==> config.mk <==
export PLATFORM = sky130hd
export DESIGN_NAME = tx_pkt_sched
export DESIGN_NICKNAME = d
export VERILOG_FILES = /design/src/rtl/tx_sched_pkg.sv /design/src/rtl/axis_skid_buf.sv /design/src/rtl/tx_pkt_sched.sv
export SDC_FILE = /design/constraint.sdc
export NUM_CORES = 1
export LEC_CHECK = 0
export CAP_MARGIN = 10
export CORE_MARGIN = 4
export CORE_UTILIZATION = 34
export CTS_BUF_LIST = sky130_fd_sc_hd__clkbuf_4
export DETAILED_ROUTE_END_ITERATION = 6
export PLACE_DENSITY = 0.69
export SETUP_SLACK_MARGIN = 0.15
export SLEW_MARGIN = 10
export SYNTH_ARGS = -nofsm -noshare
export SYNTH_HDL_FRONTEND = slang
export SYNTH_SLANG_ARGS = --single-unit
==> constraint.sdc <==
create_clock -name clk -period 3.5 [get_ports clk]
set_clock_uncertainty 0.2 [all_clocks]
set_input_delay 0.525 -clock clk [delete_from_list [all_inputs] [get_ports clk]]
set_output_delay 0.525 -clock clk [all_outputs]
set_load 0.01 [all_outputs]
==> src/rtl/tx_sched_pkg.sv <==
// Shared types, defaults and helpers for the TX packet scheduler.
package tx_sched_pkg;

  typedef enum logic [1:0] {
    IDLE,
    STREAM,
    DRAIN
  } sched_state_e;

  localparam int unsigned TX_NUM_SRC   = 3;
  localparam int unsigned TX_DATA_W    = 32;
  localparam int unsigned TX_MAX_BEATS = 512;
  localparam int unsigned TX_SRC_W     = $clog2(TX_NUM_SRC);

  function automatic int unsigned rr_next(input int unsigned idx, input int unsigned n);
    return (idx + 1 >= n) ? 0 : idx + 1;
  endfunction

endpackage

==> src/rtl/axis_skid_buf.sv <==
// Two-entry register FIFO; ready depends only on registered occupancy.
module axis_skid_buf #(
  parameter int unsigned W = 8
) (
  input  logic         clk,
  input  logic         rst,
  input  logic         in_valid,
  output logic         in_ready,
  input  logic [W-1:0] in_data,
  output logic         out_valid,
  input  logic         out_ready,
  output logic [W-1:0] out_data
);

  logic [1:0]   count;
  logic [W-1:0] ent0;
  logic [W-1:0] ent1;
  logic         push;
  logic         pop;

  assign in_ready  = (count != 2'd2);
  assign out_valid = (count != 2'd0);
  assign out_data  = ent0;
  assign pop       = out_valid & out_ready;
  assign push      = in_valid & (in_ready | out_ready);

  always_ff @(posedge clk or negedge rst) begin
    if (!rst) begin
      count <= 2'd0;
      ent0  <= '0;
      ent1  <= '0;
    end else begin
      case ({push, pop})
        2'b10: begin
          if (count == 2'd0) ent0 <= in_data;
          else               ent1 <= in_data;
          count <= count + 2'd1;
        end
        2'b01: begin
          ent0  <= ent1;
          count <= count - 2'd1;
        end
        2'b11: begin
          if (count == 2'd1) begin
            ent0 <= in_data;
          end else begin
            ent0 <= ent1;
            ent1 <= in_data;
          end
        end
        default: ;
      endcase
    end
  end

endmodule

==> src/rtl/tx_pkt_sched.sv <==
// Round-robin whole-packet scheduler with beat watchdog and output skid buffer.
// Optional statistics counters are built when TX_SCHED_STATS_EN is defined.
module tx_pkt_sched
  import tx_sched_pkg::*;
#(
  parameter int unsigned NUM_SRC   = TX_NUM_SRC,
  parameter int unsigned DATA_W    = TX_DATA_W,
  parameter int unsigned MAX_BEATS = TX_MAX_BEATS
) (
  input  logic                      clk,
  input  logic                      rst,
  input  logic [NUM_SRC-1:0]        s_tvalid,
  output logic [NUM_SRC-1:0]        s_tready,
  input  logic [NUM_SRC*DATA_W-1:0] s_tdata,
  input  logic [NUM_SRC-1:0]        s_tlast,
  output logic                      m_tvalid,
  input  logic                      m_tready,
  output logic [DATA_W-1:0]         m_tdata,
  output logic                      m_tlast,
  output logic [$clog2(NUM_SRC)-1:0] m_tsrc,
  output logic                      busy,
  output logic                      err_oversize,
  output logic [NUM_SRC*32-1:0]     stat_pkts,
  output logic [15:0]               stat_trunc
);

  localparam int unsigned SRC_W = $clog2(NUM_SRC);
  localparam int unsigned CNT_W = (MAX_BEATS == 0) ? 1 : $clog2(MAX_BEATS + 1);
  localparam int unsigned PAY_W = DATA_W + 1 + SRC_W;
  localparam bit          WD_EN = (MAX_BEATS != 0);

  typedef logic [SRC_W-1:0] src_t;

  sched_state_e state, state_nxt;
  src_t         grant, grant_nxt, rr_ptr, rr_nxt, arb_idx;
  logic [CNT_W-1:0] beat_cnt, cnt_nxt;
  logic         arb_hit;
  logic         sel_valid, sel_last, push, push_last, trunc;
  logic [DATA_W-1:0] sel_data;
  logic [DATA_W-1:0] src_data [NUM_SRC];
  logic         sb_ready;

  for (genvar g = 0; g < NUM_SRC; g++) begin : g_split
    assign src_data[g] = s_tdata[g*DATA_W +: DATA_W];
  end

  assign sel_valid = s_tvalid[grant];
  assign sel_last  = s_tlast[grant];
  assign sel_data  = src_data[grant];
  assign busy      = (state != IDLE);

  // Walk the ring once starting after rr_ptr; first valid source wins.
  always_comb begin
    src_t cand;
    arb_hit = 1'b0;
    arb_idx = rr_ptr;
    cand    = rr_ptr;
    for (int unsigned k = 0; k < NUM_SRC; k++) begin
      cand = src_t'(rr_next(32'(cand), NUM_SRC));
      if (!arb_hit && s_tvalid[cand]) begin
        arb_hit = 1'b1;
        arb_idx = cand;
      end
    end
  end

  always_comb begin
    state_nxt = state;
    grant_nxt = grant;
    rr_nxt    = rr_ptr;
    cnt_nxt   = beat_cnt;
    trunc     = 1'b0;
    push      = 1'b0;
    push_last = sel_last;
    s_tready  = '0;
    case (state)
      IDLE: begin
        if (arb_hit) begin
          grant_nxt = arb_idx;
          rr_nxt    = arb_idx;
          state_nxt = STREAM;
        end
      end
      STREAM: begin
        s_tready[grant] = sb_ready;
        if (sel_valid && sb_ready) begin
          push    = 1'b1;
          cnt_nxt = (beat_cnt == '1) ? beat_cnt : beat_cnt + 1'b1;
          if (sel_last) begin
            cnt_nxt   = '0;
            state_nxt = IDLE;
          end else if (WD_EN && (32'(beat_cnt) + 32'd1 == MAX_BEATS)) begin
            push_last = 1'b1;
            trunc     = 1'b1;
            cnt_nxt   = '0;
            state_nxt = DRAIN;
          end
        end
      end
      DRAIN: begin
        s_tready[grant] = 1'b1;
        if (sel_valid && sel_last) state_nxt = IDLE;
      end
      default: state_nxt = IDLE;
    endcase
  end

  always_ff @(posedge clk or negedge rst) begin
    if (!rst) begin
      state        <= IDLE;
      grant        <= '0;
      rr_ptr       <= src_t'(NUM_SRC - 1);
      beat_cnt     <= '0;
      err_oversize <= 1'b0;
    end else begin
      state        <= state_nxt;
      grant        <= grant_nxt;
      rr_ptr       <= rr_nxt;
      beat_cnt     <= cnt_nxt;
      err_oversize <= trunc;
    end
  end

  axis_skid_buf #(.W(PAY_W)) u_skid (
    .clk       (clk),
    .rst       (rst),
    .in_valid  (push),
    .in_ready  (sb_ready),
    .in_data   ({grant, push_last, sel_data}),
    .out_valid (m_tvalid),
    .out_ready (m_tready),
    .out_data  ({m_tsrc, m_tlast, m_tdata})
  );

`ifdef TX_SCHED_STATS_EN
  logic pkt_done;
  assign pkt_done = sel_valid && sel_last &&
                    ((state == STREAM && sb_ready) || state == DRAIN);

  always_ff @(posedge clk or negedge rst) begin
    if (!rst) begin
      stat_pkts  <= '0;
      stat_trunc <= '0;
    end else begin
      for (int unsigned i = 0; i < NUM_SRC; i++) begin
        if (pkt_done && grant == src_t'(i))
          stat_pkts[i*32 +: 32] <= stat_pkts[i*32 +: 32] + 32'd1;
      end
      if (trunc) stat_trunc <= stat_trunc + 16'd1;
    end
  end
`else
  assign stat_pkts  = '0;
  assign stat_trunc = '0;
`endif

endmodule

==> metrics.txt, run 1 <==
Crit Path Class=flop to flop; area share of the largest cell type after synthesis=0.3848; number of synthesized register bits=88; Post-Syn Area=5658 µm²; Post-synth EDFFs=0; Slew @ Worst Pin=971.8 ps; Mean Syn Cell Area=9.321 µm²; crit path max fanout=35; post-route cell area=7014 µm²; root buf cell=clkbuf_4; CTS sink count=88; grt ovf=0; area delta synth->final=23.97%; initial antenna violation count=0; number of port buffers=145; DRC=0; ys async rst share=1.000; largest family of logic cells by synthesized area=buffers and inverters; min cycle time layout=3052 ps; cell taking the most area after synthesis=dfrtp_1; post-route setup TNS=0 ps; Initial Util=0.3511; CP arrival=3220 ps; Fill cells=1,612; leak pwr=3.031 nW; status=completed; crit start category=flop; overall global routing resource usage=0.1436; antenna-violating nets left=0; CTS Buf Count=9; pre-CTS WS=110.4 ps; sequential share of the synthesized area=0.3894; Max transition margin=0.3507; multi-input logic area=2851 µm²; FF/Latch Area=2205 µm²; final net count=851; CP Capture Type=flop; Synth Area in Adders=0.02211; max-slew violation count=0; PD cells=750.0 nW/µm²; core area=16,120 µm²; # setup viols final=0; WP data required=3670 ps; Max Fclk=327.7 MHz; Hold Vio Cnt, Final=0; max-cap violation count=0; gpl congestion=0.7840; Syn Inst Count=607; vias in the first global route=4,154; largest net degree at the start of global routing=76; clk buf depth=2; Reg clk slew, reported paths=160 ps; Die Area=18,770 µm²; fin worst setup slack=448.1 ps; DR iter-0 viols=228; Yosys cell types=55; DIE WIDTH=137 µm; Die Y=137 µm; # diodes=0; RSZ-0062 raised after global routing=yes; yosys warns=0; Synth Flop Type=dfrtp_1; mux cell area share after synthesis=0.1316; period utilization=0.8720; Via density=4.586; overall routed net length=14,140 µm; CTS H-tree lvls=3; Post-Synth Simple-Gate Area=0.1283; HP Class=primary input to async pin; routed len/inst=14.77 µm; post-synthesis compound-gate area fraction=0.1371; Boundary Pins=258; XOR/XNOR share of the synthesized area=0.006192; Placed Area=6893 µm²; TritonCTS clock tree=built; share of cells above drive strength 1=0.09987; synth top area cells=dfrtp_1, buf_4, mux2_2; first-pass GRT wire length=21,360 µm; Worst VDD drop=0.0002360 V; drt first pass iters=4; via count=4,389; clock latency at the later pin of the worst-skew pair=440 ps; Rows=46; # hold bufs at CTS=0; Final HPWL DP=10,440 µm
cells in the mapped netlist (3+ instances only):
cell type  instances
nand4_1            6
o21ai_0           46
nor3_1             3
buf_2             13
mux2_2            35
nor2_1            72
nand2b_1           3
a21oi_1            6
nand2_1           57
inv_1             11
clkbuf_1          21
nor2b_1            3
buf_4            112
a221oi_1          35
ha_1              10
nand3_1            4
dfrtp_1           87
mux2i_1           35
nor3b_1            4
and3_1             3
what timing repair did:
action,CTS,global route
gates resized for setup,0,1
endpoints found under the setup margin,0,11
setup buffers,0,0
worst max-delay path, cell delays in order (launching register included):
cell	delay [ps]
dfrtp_1	410
inv_1	80
ha_1	260
inv_1	200
nand2_1	230
inv_1	220
ha_1	220
a21oi_1	110
nor2_4	660
a221oi_1	220
nor2_1	150
sequential cells by signal (all words and copies together), names as in the netlist:
| name | cells |
|---|---|
| beat_cnt | 10 |
| grant | 2 |
| u_skid.out_data | 35 |
| state | 2 |
| u_skid.count | 2 |
| u_skid.ent1 | 35 |
| rr_ptr | 1 |
| err_oversize | 1 |
per-stage QoR:
stage	util	std cells	total power, mW	hold slack, ps
6_report	0.4352	957	5.261	32.42
5_1_grt	0.4352	957	5.718	81.16
4_1_cts	0.4351	957	5.345	55.19
3_5_place_dp	0.4277	941	4.821	275.4
3_3_place_gp	0.4277	941	4.756	263.7
2_1_floorplan	-	718	3.732	29.41
area by class of cell:
cell class / instances / share of cell area
clock inverters: 6 / 0.006243
inverters: 12 / 0.006422
multi-input cells: 470 / 0.4065
clock buffers: 10 / 0.01070
flip-flops and latches: 88 / 0.3143
well taps: 216 / 0.03853
repair buffers: 155 / 0.2173
final timing paths:
check | depth (start not counted) | start | slack, ps | endpoint
max | 10 | u_skid.count[0] | 450 | u_skid.out_data[15]
min in group clk | 2 | rr_ptr[1] | 290 | rr_ptr[1]
max reg2reg | 10 | u_skid.count[0] | 450 | u_skid.out_data[15]
min | 1 | rst | 30 | u_skid.ent1[5]
max in group asynchronous | 2 | rst | 2310 | u_skid.ent1[0]
min reg2reg | 2 | rr_ptr[1] | 290 | rr_ptr[1]
where the power goes:
part	internal, mW	leakage [nW]	switching [mW]
registers	1.49	1.07	0.296
logic	1.41	1.90	1.55
clock network	0.155	0.0567	0.360
total	3.05	3.03	2.21
cells by family after synthesis:
kind of cell,Yosys count
buffers and inverters,160
adder cells (fa/ha/maj),10
other,1
XOR/XNOR,4
AO/OA/AOI/OAI,110
flip-flops,88
AND/OR/NAND/NOR,164
multiplexers,70
layer usage:
| metal | share of wire | global-route usage |
|---|---|---|
| met5 | 0 | 0 |
| met4 | 0.017 | 0.03437 |
| met3 | 0.062 | 0.04007 |
| met2 | 0.51 | 0.2463 |
| met1 | 0.41 | 0.1789 |
cell usage in the layout, fill, tap and decap left out, drive strengths merged, types with 7 or more instances in the layout:
cell type,n
a21oi,7
a221oi,35
buf,11
clkbuf,10
clkdlybuf4s50,144
conb,112
dfrtp,87
ha,10
inv,13
mux2,35
mux2i,35
nand2,57
nor2,72
o21ai,49
(Power assumes the default switching activity.)
==> run 2: changes to the inputs <==
--- a/config.mk
+++ b/config.mk
@@ -10,9 +10,9 @@
 export CORE_UTILIZATION = 34
 export CTS_BUF_LIST = sky130_fd_sc_hd__clkbuf_4
 export DETAILED_ROUTE_END_ITERATION = 6
-export PLACE_DENSITY = 0.69
+export DONT_BUFFER_PORTS = 1
+export PLACE_DENSITY = 0.49
 export SETUP_SLACK_MARGIN = 0.15
-export SLEW_MARGIN = 10
 export SYNTH_ARGS = -nofsm -noshare
 export SYNTH_HDL_FRONTEND = slang
 export SYNTH_SLANG_ARGS = --single-unit
==> metrics.txt, run 2 (synthesis gave the netlist of run 1 again) <==
status=completed; most frequent cells in the layout=conb_1, dfrtp_1, nor2_1; CTS sink count=88 (unchanged); number of port buffers=0 (-100%); Largest stage delay, worst path=430 ps (-230 ps); CTS H-tree lvls=3 (unchanged); final net count=711 (-16%); crit path max fanout=25 (-29%); Die Y=137 µm (unchanged); area delta synth->final=0.00007070%; via count=3,995 (-9.0%); Hold Vio Cnt, Final=0 (unchanged); grt met2 use=0.2657 (+0.01935); grt met1 use=0.1821 (+0.003162); largest net degree at the start of global routing=89 (+17%); Boundary Pins=258 (unchanged); Max transition margin=0.3022 (-0.04848); grt ovf=0 (unchanged); hold slack=80.81 ps (+48.39 ps); RSZ-0062 raised after global routing=no; R2R cell count=10 (unchanged); worst reg2reg path startpoint=u_skid.count[0]; clock share of power=0.116 (+0.018); Slew @ Worst Pin=1044 ps (+72.56 ps); HP Class=primary input to flop; CP top delay family=buffers and inverters; DR iter-0 viols=152 (-33%); min cycle time layout=3086 ps (+34.54 ps); sw frac=0.4498 (+0.03037); overall global routing resource usage=0.1519 (+0.008267); Initial Util=0.3511 (unchanged); Crit Path Class=flop to flop; CP bufs+invs=4 (+1); gpl congestion=0.7835 (about the same); combinational power share=0.487 (-0.076); Placed Area=5456 µm² (-21%); Fill cells=1,638 (+1.6%); antenna-violating nets left=0 (unchanged); met3 Use GR=0.03382 (-0.006250); Final HPWL DP=10,520 µm (+0.74%); hold endpoint=grant[0]; crit-path cells=inv_1 > ha_1 > inv_1 > nand2_1 > inv_1 > ha_1 > nand2_1 > o211a_1 > buf_4 > mux2_2; Worst Setup SP=u_skid.count[0]; share of cells above drive strength 1=0.1219 (+0.02200); PD cells=856.4 nW/µm² (+14%); post-route setup TNS=0 ps (unchanged); Sw Pwr=2.179 mW (-1.2%); Reg clk slew, reported paths=120 ps (-40 ps); Via density=4.890 (+6.6%); R2R Path End=u_skid.ent1[22]; leak pwr=2.517 nW (-17%); max-slew violation count=0 (unchanged); crit start category=flop; root buf cell=clkbuf_4; Max Fclk=324.0 MHz (-1.1%); drt first pass iters=4 (unchanged); vias in the first global route=3,870 (-6.8%); Rows=46 (unchanged); first-pass GRT wire length=21,670 µm (+1.4%); CTS Buf Count=9 (unchanged); commonest non-fill, non-tap cell in the layout=conb_1; initial antenna violation count=2 (+2); max-cap violation count=0 (unchanged); Slowest-stage cell, CP=dfrtp_1; CP arrival=3220 ps (about the same); core area=16,120 µm² (unchanged); Min-Delay Path Depth=3; dominant cell type by count on the critical path=inv_1; CP Capture Type=flop; Pint=2.666 mW (-13%); busiest grt layer=met2; TritonCTS clock tree=built; DIE WIDTH=137 µm (unchanged); clock latency at the later pin of the worst-skew pair=450 ps (about the same); Worst VDD drop=0.0005035 V (+110%); clk buf depth=2 (unchanged); Flop pwr share=0.397 (+0.058); WP data required=3640 ps (-30 ps); # setup viols final=0 (unchanged); FF-to-FF setup slack=410 ps (-30 ps); HP Start=s_tvalid[2]; period utilization=0.8819 (+0.009867); DRC=0 (unchanged); routed len/inst=18.10 µm (+23%); overall routed net length=14,790 µm (+4.6%); Post CTS Setup Buffer Count=0 (unchanged); Die Area=18,770 µm² (unchanged); post-route cell area=5658 µm² (-19%)
run 2: cell count changes in the layout (fill, tap and decap cells not counted), sizes merged:
cell	delta
diode	+2
inv	-1
nor2	+1
bufinv	+1
clkdlybuf4s50	-144
dlygate4sd3	+3
clkinvlp	-3
clkinv	+1
run 2: power groups by stage:
stage          sequential, mW  clock, mW  combinational (mW)
3_3_place_gp             1.96          0                2.27
6_report                 1.92      0.562                2.36
4_1_cts                  1.95      0.599                2.37
5_1_grt                  2.00      0.635                2.68
3_5_place_dp             1.98          0                2.34
2_1_floorplan            1.81          0                1.92
run 2: timing repair:
action | 4_1_cts | 5_1_grt
endpoints found under the setup margin | 0 | 10
hold endpoints to repair | 91 | 0
gates resized for setup | 0 | 2
hold buffers | 4 | 0
run 2: tightest hold or removal path, cell delays in order:
cell and delay [ps]:
o21ai_0 60, nand2_1 60, nand2_1 50
run 2: worst max-delay path by stage:
stage	to	slack, ps	cells past startpoint
after floorplan	u_skid.ent1[10]	610	12
after global placement	u_skid.out_data[32]	500	10
after detailed placement	u_skid.out_data[32]	350	10
after CTS	u_skid.out_data[32]	300	10
after global routing	u_skid.out_data[32]	210	10
final	u_skid.ent1[22]	410	10
run 2: routing by layer:
| metal | share of wire | vias up | wire, µm |
|---|---|---|---|
| li1 | - | 1864 | - |
| met1 | 0.41 | 1933 | 6067 |
| met2 | 0.50 | 184 | 7438 |
| met3 | 0.071 | 14 | 1048 |
| met4 | 0.016 | 0 | 236 |
| met5 | 0 | - | 0 |
run 2: layout make-up:
cell class	count	area, µm²	share of cell area
Tap cell	216	270.3	0.04777
Clock buffer	10	75.07	0.01327
Antenna cell	2	5.005	0.0008846
Timing Repair Buffer	14	145.1	0.02565
Clock inverter	4	48.80	0.008624
Sequential cell	88	2205	0.3896
Inverter	12	45.04	0.007961
Multi-Input combinational cell	471	2864	0.5062
run 2: per-stage QoR:
step / util / instances / power (mW) / setup WS, ps
after floorplan: - / 718 / 3.732 / 606.7
after global placement: 0.3386 / 796 / 4.230 / 502.5
after detailed placement: 0.3386 / 796 / 4.315 / 351.6
after CTS: 0.3498 / 814 / 4.919 / 298.7
after global routing: 0.3511 / 817 / 5.310 / 209.9
final: 0.3511 / 817 / 4.845 / 413.5
